**src/rtl/smart_home_sensor_cond.sv**
```systemverilog
// Sensor conditioning front end: contact debounce, fire-alarm hold logic and
// a 4-sample moving-average temperature filter with plausibility checking.

module sensor_deb #(
  parameter int DEB_CYCLES = 4
) (
  input  logic clk,
  input  logic rst,
  input  logic s,
  output logic q
);
  localparam logic [3:0] LAST = 4'(DEB_CYCLES - 1);

  logic [3:0] cnt;

  // For a 1-bit level, any change of s while counting lands back on q,
  // so the equality clear also covers the "input changed" clear.
  always_ff @(posedge clk or posedge rst) begin
    if (rst) begin
      cnt <= '0;
      q   <= 1'b0;
    end else if (s == q) begin
      cnt <= '0;
    end else if (cnt == LAST) begin
      q   <= s;
      cnt <= '0;
    end else begin
      cnt <= cnt + 4'd1;
    end
  end
endmodule

module smart_home_sensor_cond #(
  parameter int DEB_CYCLES = 4,
  parameter int FA_DEB     = 2,
  parameter int FA_HOLD    = 16,
  parameter int T_MAX      = 100,
  parameter int T_INIT     = 60
) (
  input  logic       clk,
  input  logic       Rst,
  input  logic       raw_fd,
  input  logic       raw_rd,
  input  logic       raw_w,
  input  logic       raw_fa,
  input  logic [6:0] raw_temp,
  input  logic       temp_valid,
  output logic       SFD,
  output logic       SRD,
  output logic       SW,
  output logic       SFA,
  output logic [6:0] ST,
  output logic       temp_fault
);
  localparam int         NUM_LANES = 3;
  localparam logic [3:0] DEB_LAST  = 4'(DEB_CYCLES - 1);
  localparam logic [3:0] FA_LAST   = 4'(FA_DEB - 1);
  localparam logic [7:0] HOLD_LAST = 8'(FA_HOLD - 1);
  localparam logic [6:0] TMAX      = 7'(T_MAX);
  localparam logic [6:0] TINIT     = 7'(T_INIT);
  localparam logic [8:0] SUM_INIT  = 9'(4 * T_INIT);

  // Two-flop synchronizers, bit order {fa, w, rd, fd}
  logic [3:0] sync1, sync2;

  always_ff @(posedge clk or posedge Rst) begin
    if (Rst) begin
      sync1 <= '0;
      sync2 <= '0;
    end else begin
      sync1 <= {raw_fa, raw_w, raw_rd, raw_fd};
      sync2 <= sync1;
    end
  end

  logic [NUM_LANES-1:0] deb_q;

  for (genvar i = 0; i < NUM_LANES; i++) begin : g_deb
    sensor_deb #(.DEB_CYCLES(DEB_CYCLES)) u_deb (
      .clk (clk),
      .rst (Rst),
      .s   (sync2[i]),
      .q   (deb_q[i])
    );
  end

  assign SFD = deb_q[0];
  assign SRD = deb_q[1];
  assign SW  = deb_q[2];

  // Fire alarm: fa_cnt counts rise-stable cycles while low, quiet cycles while high.
  logic       s_fa;
  logic [3:0] fa_cnt;
  logic [7:0] hold_cnt;

  assign s_fa = sync2[3];

  always_ff @(posedge clk or posedge Rst) begin
    if (Rst) begin
      SFA      <= 1'b0;
      fa_cnt   <= '0;
      hold_cnt <= '0;
    end else if (!SFA) begin
      hold_cnt <= '0;
      if (!s_fa) begin
        fa_cnt <= '0;
      end else if (fa_cnt == FA_LAST) begin
        SFA    <= 1'b1;
        fa_cnt <= '0;
      end else begin
        fa_cnt <= fa_cnt + 4'd1;
      end
    end else begin
      if (hold_cnt != HOLD_LAST) hold_cnt <= hold_cnt + 8'd1;
      if (s_fa) begin
        fa_cnt <= '0;
      end else if (fa_cnt == DEB_LAST) begin
        // quiet long enough; park here until the hold time has run out
        if (hold_cnt == HOLD_LAST) begin
          SFA    <= 1'b0;
          fa_cnt <= '0;
        end
      end else begin
        fa_cnt <= fa_cnt + 4'd1;
      end
    end
  end

  typedef enum logic [1:0] {IDLE, ACCEPT, REJECT} tstate_t;

  tstate_t          state, nxt;
  logic [6:0]       samp;
  logic [3:0][6:0]  tbuf;
  logic [1:0]       ptr;
  logic [8:0]       sum;
  logic [1:0]       rej;
  logic             upd;

  always_comb begin
    nxt = state;
    case (state)
      IDLE:    if (temp_valid) nxt = (raw_temp > TMAX) ? REJECT : ACCEPT;
      ACCEPT:  nxt = IDLE;
      REJECT:  nxt = IDLE;
      default: nxt = IDLE;
    endcase
  end

  always_ff @(posedge clk or posedge Rst) begin
    if (Rst) begin
      state      <= IDLE;
      samp       <= '0;
      tbuf       <= {4{TINIT}};
      ptr        <= '0;
      sum        <= SUM_INIT;
      rej        <= '0;
      upd        <= 1'b0;
      temp_fault <= 1'b0;
      ST         <= TINIT;
    end else begin
      state <= nxt;
      upd   <= 1'b0;
      if (state == IDLE && temp_valid) samp <= raw_temp;
      case (state)
        ACCEPT: begin
          tbuf[ptr]  <= samp;
          ptr        <= ptr + 2'd1;
          sum        <= sum - {2'b00, tbuf[ptr]} + {2'b00, samp};
          rej        <= '0;
          temp_fault <= 1'b0;
          upd        <= 1'b1;
        end
        REJECT: begin
          if (rej != 2'd3) rej <= rej + 2'd1;
          temp_fault <= (rej >= 2'd2);
        end
        default: ;
      endcase
      if (upd && !temp_fault) ST <= sum[8:2];
    end
  end
endmodule

```
**config.mk**
```make
export PLATFORM = sky130hd
export DESIGN_NAME = smart_home_sensor_cond
export DESIGN_NICKNAME = d
export VERILOG_FILES = /design/src/rtl/smart_home_sensor_cond.sv
export SDC_FILE = /design/constraint.sdc
export NUM_CORES = 1
export LEC_CHECK = 0
export CAP_MARGIN = 30
export CELL_PAD_IN_SITES_DETAIL_PLACEMENT = 1
export CELL_PAD_IN_SITES_GLOBAL_PLACEMENT = 1
export CORE_ASPECT_RATIO = 1.75
export CORE_MARGIN = 5
export CORE_UTILIZATION = 45
export CTS_CLUSTER_DIAMETER = 40
export CTS_CLUSTER_SIZE = 40
export DETAILED_ROUTE_END_ITERATION = 6
export PLACE_DENSITY_LB_ADDON = 0.1
export SLEW_MARGIN = 20
export SYNTH_ARGS = -nofsm -noshare
export SYNTH_HDL_FRONTEND = slang
export SYNTH_HIERARCHICAL = 1
export SYNTH_SLANG_ARGS = --single-unit
```
**constraint.sdc**
```tcl
create_clock -name clk -period 3.46 [get_ports clk]
set_input_delay 0.519 -clock clk [delete_from_list [all_inputs] [get_ports clk]]
set_output_delay 0.519 -clock clk [all_outputs]
set_load 0.02 [all_outputs]
```
Word-level counts from Yosys, hierarchy flattened
Index checks and enable logic that the tools add are counted.
Widths: inputs -> output; s select.
{ "word_totals": {"output_inout_bits": 12, "word_cells": 98, "reg_bits": 95, "inputBits": 14} }
{ "classes": {"n_bitwise": 3, "muxes": 32, "n_eq_ne": 17, "n_lt_le_gt_ge": 4, "reduce_logical": 10, "add_sub_neg": 9} }
{ "op_table": {"columns": ["operator", "count"], "rows": [
  ["$mux 4", 12],
  ["$bwmux 28", 1],
  ["$add 4x1->4 const B", 4],
  ["$eq 4x2->1 const B", 4],
  ["$mux 8", 2],
  ["$bmux 7 s2", 1],
  ["$demux 7 s2", 1],
  ["$mux 7", 2],
  ["$add 9x7->9", 1],
  ["$sub 9x7->9", 1],
  ["$add 8x1->8 const B", 1],
  ["$eq 8x4->1 const B", 1],
  ["$mux 2", 4],
  ["$ne 8x4->1 const B", 1],
  ["$reduce_and 2->1", 4],
  ["$gt 7x7->1 const B", 1],
  ["$mux 1", 7],
  ["$ne 2x2->1 const B", 3],
  ["$add 2x1->2 const B", 2],
  ["$eq 4x1->1 const B", 1],
  ["$ne 4x3->1 const B", 1],
  ["$pmux 2 s2", 1],
  ["$eq 1x1->1", 3],
  ["$logic_and 1x1->1", 3],
  ["other kinds (11)", 13]
]} }

Depth between registers and ports, before layout
{ "logic_depth": {"word_depth": 5, "mapped_depth": 10, "mapped_depth_nobuf": 9} }

Hierarchy
The synthesis kept the hierarchy.
{ "by_module_without_submodules": {"columns": ["mod", "seq_area_each_um2", "cells_each", "n_inst", "area_each_um2"], "rows": [
  ["smart_home_sensor_cond", 2031.9, 364, 1, 3961.3],
  ["sensor_deb", 125.1, 19, 3, 239.0]
]} }

Worst setup path before layout
Ideal clock, no wire load.
{ "synth_timing": {"path_type": "register to register", "start": "reg ptr[0]", "end": "reg sum[8]", "synth_period_minus_slack_ns": 3.138, "setup_ns": 0.104, "stages_incl_launch_ff": 10, "arrival_ns": 3.034, "setup_slack_ns": 0.322, "path_buffers": 1, "required_ns": 3.356, "cell_sequence": "dfrtp_1 > buf_2 > mux4_2 > fa_1 > inv_1 > fa_1 > a21o_1 > a221oi_2 > nor3_1 > a221oi_1"} }
{ "synth_via": {"elab_chain_cells": 4} }
{ "synth_rtl": {"columns": ["item", "line_no", "source"], "rows": [
  ["start, declared", "134", "logic [1:0] ptr;"],
  ["start signal, assigned", "167", "ptr <= ptr + 2'd1;"],
  ["$bmux 7 s2", "168", "sum <= sum - {2'b00, tbuf[ptr]} + {2'b00, samp};"],
  ["$mux 7 (not written as such)", "168", null],
  ["$sub 9x7->9", "168", null],
  ["$add 9x7->9", "168", null],
  ["end signal, assigned", "168", null],
  ["end, declared", "135", "logic [8:0] sum;"]
]} }
No other way between the ends. The select of a mux whose other input is x is not followed.
A chain may end at the register's enable or synchronous reset.

Worst setup path after layout
Same ends and word-level chain as after synthesis.

==> results.txt <==
The run finished with clean final reports. The count of routing violations after the opening detailed-route iteration came out at 90. The number of setup buffers added after CTS is 0.

The count of unresolved DRC violations after routing came out at 0. The sequential cells in the finished layout cover a total of roughly 0.0024 sq mm. The cell chosen for the clock root is sky130_fd_sc_hd__clkbuf_16. The area of the die is ~0.013 sq mm. The H-tree depth is 3. For this run, the share of the core covered by cells in the final layout is between 50 and 60%. Input and output buffers added on the ports amount to 25. The overall via count from detail_route came out at roughly 3200. The sink count of the clock tree came out at between 90 and 100. The portion of the clock cycle consumed by the worst path in the final layout came out at about 93%. The post-CTS clock slew at the launch and capture registers of the worst setup and hold paths came out at about 70 ps. The number of gates given a new drive strength after cts is 0. The maximum number of buffers from clock root to sink came out at 2.

The hold violation total from the final report is 0. The hold path depth is 0. Row generation in the floorplan step produced 49 rows. The maximum number of pins on one net before global-route repair is 42. The worst-case IR drop observed on VDD is approximately 0.50 mV. Of the total power, combinational logic draws roughly half. The total power consumption of the routed design is 6110 uW. The cell area that synthesis handed to floorplanning was 0.00468 sq mm. The setup clock skew after layout is about 7 ps. The switching fraction of total power is between 40% and 50%. Yosys mapped a number of flops with a built-in enable equal to 0. The fraction of post-synthesis cell area in the top cell type by area is between 30 and 40%. The ratio of cells with drive above 1 in the final layout is roughly 16%. Among all flip-flop cells after synthesis, the most frequent one is sky130_fd_sc_hd__dfrtp_1. Setup violations remaining at the end of the flow were counted as 0. The max-cap violation count came out at 0. The net count of the finished layout is a little under 500. The worst setup path is launched from a flip-flop. The vertical die dimension came out at 145 um. After detailed routing, the total wire length is slightly below 10000 um. The number of register bits inferred by synthesis came out at 95. The post-detailed-route via-to-cell ratio came out at 5.46.

The post-synthesis average cell area is 11.1 sq um. The cell total after placement came out at ~570. Adding up every negative setup slack in the final design gives 0 ps. The share of flip-flops with an asynchronous set or reset is 100%. The length of the first detailed-routing pass in iterations came out at 4. The first global-routing pass estimated roughly 17000 um of wire. TritonCTS built the clock tree. The top-level I/O count came out at 26. The area of the multi-input gates is between 0.002 and 0.0025 sq mm. The worst hold path begins at sync1[3]. At the placement stage, the worst setup path has a slack of between 200 and 250 ps. The width of the chip came out at between 80 and 90 um. The number of nets handed over by synthesis was 467.

The area added between synthesis and finish is 15.5%. The number of cells on the worst reg-to-reg path is 9. The transition time at the pin with the least slew margin is ~780 ps.

The final-report max-slew violation count is 0. The minimum setup slack among reg-to-reg paths is between 200 and 250 ps. STA puts the critical path data arrival time at 3460 ps. The class of the most critical hold timing path is reg -> reg. The number of antenna violations at the first check in global routing came out at 0. TritonCTS created 9 clock buffers. The post-layout instance count excluding filler cells came out at 582. The via count of the first global-routing pass is roughly 3500.

The number of unique standard cell types used by synthesis came out at between 40 and 50. In this run the power density over the cells is roughly 1100 mW/mm^2. The clock group share of total power came out at between 10% and 20%. The tightest slew margin relative to the limit came out at 47.9%. Hold repair after CTS inserted 0 buffers. The cell type with the highest aggregate area in the netlist is sky130_fd_sc_hd__dfrtp_1. STA classifies the critical path endpoint as a flip-flop. The count of inserted antenna diode cells came out at 0. After detailed routing, the average wire length per cell comes to between 15 and 20 um. The final worst-path setup slack came out at roughly 240 ps. For hold timing, the worst endpoint is sync2[3]. The highest clock rate came out at between 300 and 400 MHz. Of the total power, registers draw around 31%.

The number of inserted filler cells in the final layout came out at roughly 1100. The clock insertion delay at the later pin of the skew report came out at approximately 340 ps. After floorplanning, the core was sized to cover between 0.01 and 0.015 sq mm. The switching component of the power came out at around 2500 uW. The starting utilization of the core area is 45.7%. The all-layer global routing usage came out at about 17%. The final critical delay including setup and external delays came out at 3220 ps. The Yosys step of the flow raised 6 warnings.

The data required time of the worst path came out at about 3700 ps. The antenna violation net count after detailed routing is 0. The worst setup path is of the reg -> reg kind. The internal portion of the total power is ~3600 uW. In this run the worst path has a maximum fanout of 7. The placer's final routability congestion estimate came out at approximately 0.8. The worst register-to-register path begins at ptr[0]. Setup repair after global routing left no endpoint under its margin.

The portion of the post-synthesis area used by sequential elements is between 50% and 60%. The count of mapped cells out of synthesis is about 420. The static leakage came out at ~0.0024 uW. Sorting the synthesized cells by area gives the leading types as sky130_fd_sc_hd__dfrtp_1, sky130_fd_sc_hd__dfstp_2, sky130_fd_sc_hd__ha_1, sky130_fd_sc_hd__o21ai_0, sky130_fd_sc_hd__nand2_1.

The sum of overflow across all layers after global routing came out at 0. The sum of net half-perimeters after detailed placement is between 7000 and 8000 um. In this run the critical register-to-register path is captured at sum[8].
[power groups by stage]
stage	Sequential [uW]	Combinational, uW	Clock, uW
CTS	1920	3200	1080
detailed placement	1940	3160	0
global route	1980	3570	1130
finish	1910	3150	1050
floorplan	1890	2310	0
global placement	1910	3010	0
[kinds of logic after synthesis]
kind of cell	Yosys count	share of synthesized area [%]
xor+xnor	11	2.06
fa+ha+maj	32	9.68
buf+inv	51	4.17
mux	27	8.05
simple gates	111	12.2
flops	95	51.5
compound gates	94	12.3
[worst max path at each step]
stage / start / end / slack [ps] / depth (start not counted)
finish: ptr[0] / sum[8] / 240 / 9
global route: ptr[0] / sum[8] / 70 / 9
CTS: ptr[0] / sum[8] / 220 / 9
detailed placement: ptr[0] / sum[8] / 250 / 9
global placement: ptr[0] / sum[8] / 360 / 9
floorplan: ptr[0] / sum[8] / 320 / 9
[critical path, cell delays in order (launching register included)]
cell	delay (ps)
sky130_fd_sc_hd__dfrtp_1	390
sky130_fd_sc_hd__buf_4	190
sky130_fd_sc_hd__mux4_2	520
sky130_fd_sc_hd__fa_1	490
sky130_fd_sc_hd__inv_1	50
sky130_fd_sc_hd__ha_1	360
sky130_fd_sc_hd__a21o_1	250
sky130_fd_sc_hd__a221oi_2	450
sky130_fd_sc_hd__nor3_1	120
sky130_fd_sc_hd__a221oi_1	300
[cells in the mapped netlist (all sizes together), types with 2 or more instances]
cell and number:
a31o 2, fa 7, nand2b 6, clkbuf 8
nand2 49, nor3b 7, nor3 4, a21oi 21
inv 40, o22ai 3, ha 25, mux2 15
a2111oi 3, or3 5, mux4 7, o21ai 49
xor2 5, nand3 4, nor2 13, dfrtp 71
buf 3, nand3b 4, a21o 2, mux2i 5
dfstp 24, and4 4, and3 4, and2 3
xnor2 6, nor2b 7, a221oi 2
[cell usage in the layout (no fill, tap or decap), types with 4 or more instances in the layout]
master | synthesis | final
sky130_fd_sc_hd__nor2_1 | 13 | 13
sky130_fd_sc_hd__nand2b_1 | 6 | 6
sky130_fd_sc_hd__o21ai_0 | 48 | 48
sky130_fd_sc_hd__and3_1 | 4 | 4
sky130_fd_sc_hd__nand3_1 | 4 | 4
sky130_fd_sc_hd__ha_1 | 25 | 25
sky130_fd_sc_hd__clkdlybuf4s50_1 | 0 | 25
sky130_fd_sc_hd__xor2_1 | 5 | 5
sky130_fd_sc_hd__nor2b_1 | 7 | 7
sky130_fd_sc_hd__mux4_2 | 7 | 7
sky130_fd_sc_hd__mux2_2 | 12 | 12
sky130_fd_sc_hd__nand2_1 | 49 | 49
sky130_fd_sc_hd__nor3b_1 | 4 | 4
sky130_fd_sc_hd__dfrtp_1 | 71 | 71
sky130_fd_sc_hd__nand3b_1 | 4 | 4
sky130_fd_sc_hd__a21oi_1 | 21 | 21
sky130_fd_sc_hd__inv_1 | 40 | 39
sky130_fd_sc_hd__and4_1 | 4 | 4
sky130_fd_sc_hd__nor3_1 | 4 | 4
sky130_fd_sc_hd__fa_1 | 7 | 7
sky130_fd_sc_hd__or3_1 | 4 | 4
sky130_fd_sc_hd__dfstp_2 | 24 | 24
sky130_fd_sc_hd__mux2i_1 | 5 | 5
sky130_fd_sc_hd__clkbuf_16 | 0 | 9
sky130_fd_sc_hd__xnor2_1 | 6 | 6
[through the flow]
step	hold slack, ps	area [sq um]
floorplan	298	4680
finish	349	5410
detailed placement	336	5090
global route	354	5410
global placement	334	5090
CTS	351	5410
[flip-flops by register name, summed over array words and instances (netlist names), 2 cells and up]
name	cells
sync1	4
samp	7
sync2	4
rej	2
hold_cnt	8
ST	7
state	2
tbuf	28
g_deb.u_deb/q	3
fa_cnt	4
g_deb.u_deb/cnt	12
ptr	2
sum	9
[cell type report]
| cell class | instances | share of cell area [%] |
|---|---|---|
| sequential | 95 | 44.5 |
| multi-input combinational | 275 | 38.4 |
| clock buffer | 12 | 4.93 |
| clock inverter | 4 | 0.972 |
| timing repair buffer | 29 | 5.42 |
| inverter | 40 | 2.80 |
| tap | 127 | 2.94 |
[per-layer routing]
metal / wire, um / up-vias / GRT usage (%)
li1: - / 1508 / -
met1: 3620 / 1618 / 18.3
met5: 0 / - / 0
met3: 242 / 18 / 2.61
met4: 223 / 0 / 7.55
met2: 5670 / 32 / 33.0
Power figures use the tool's default switching activity.
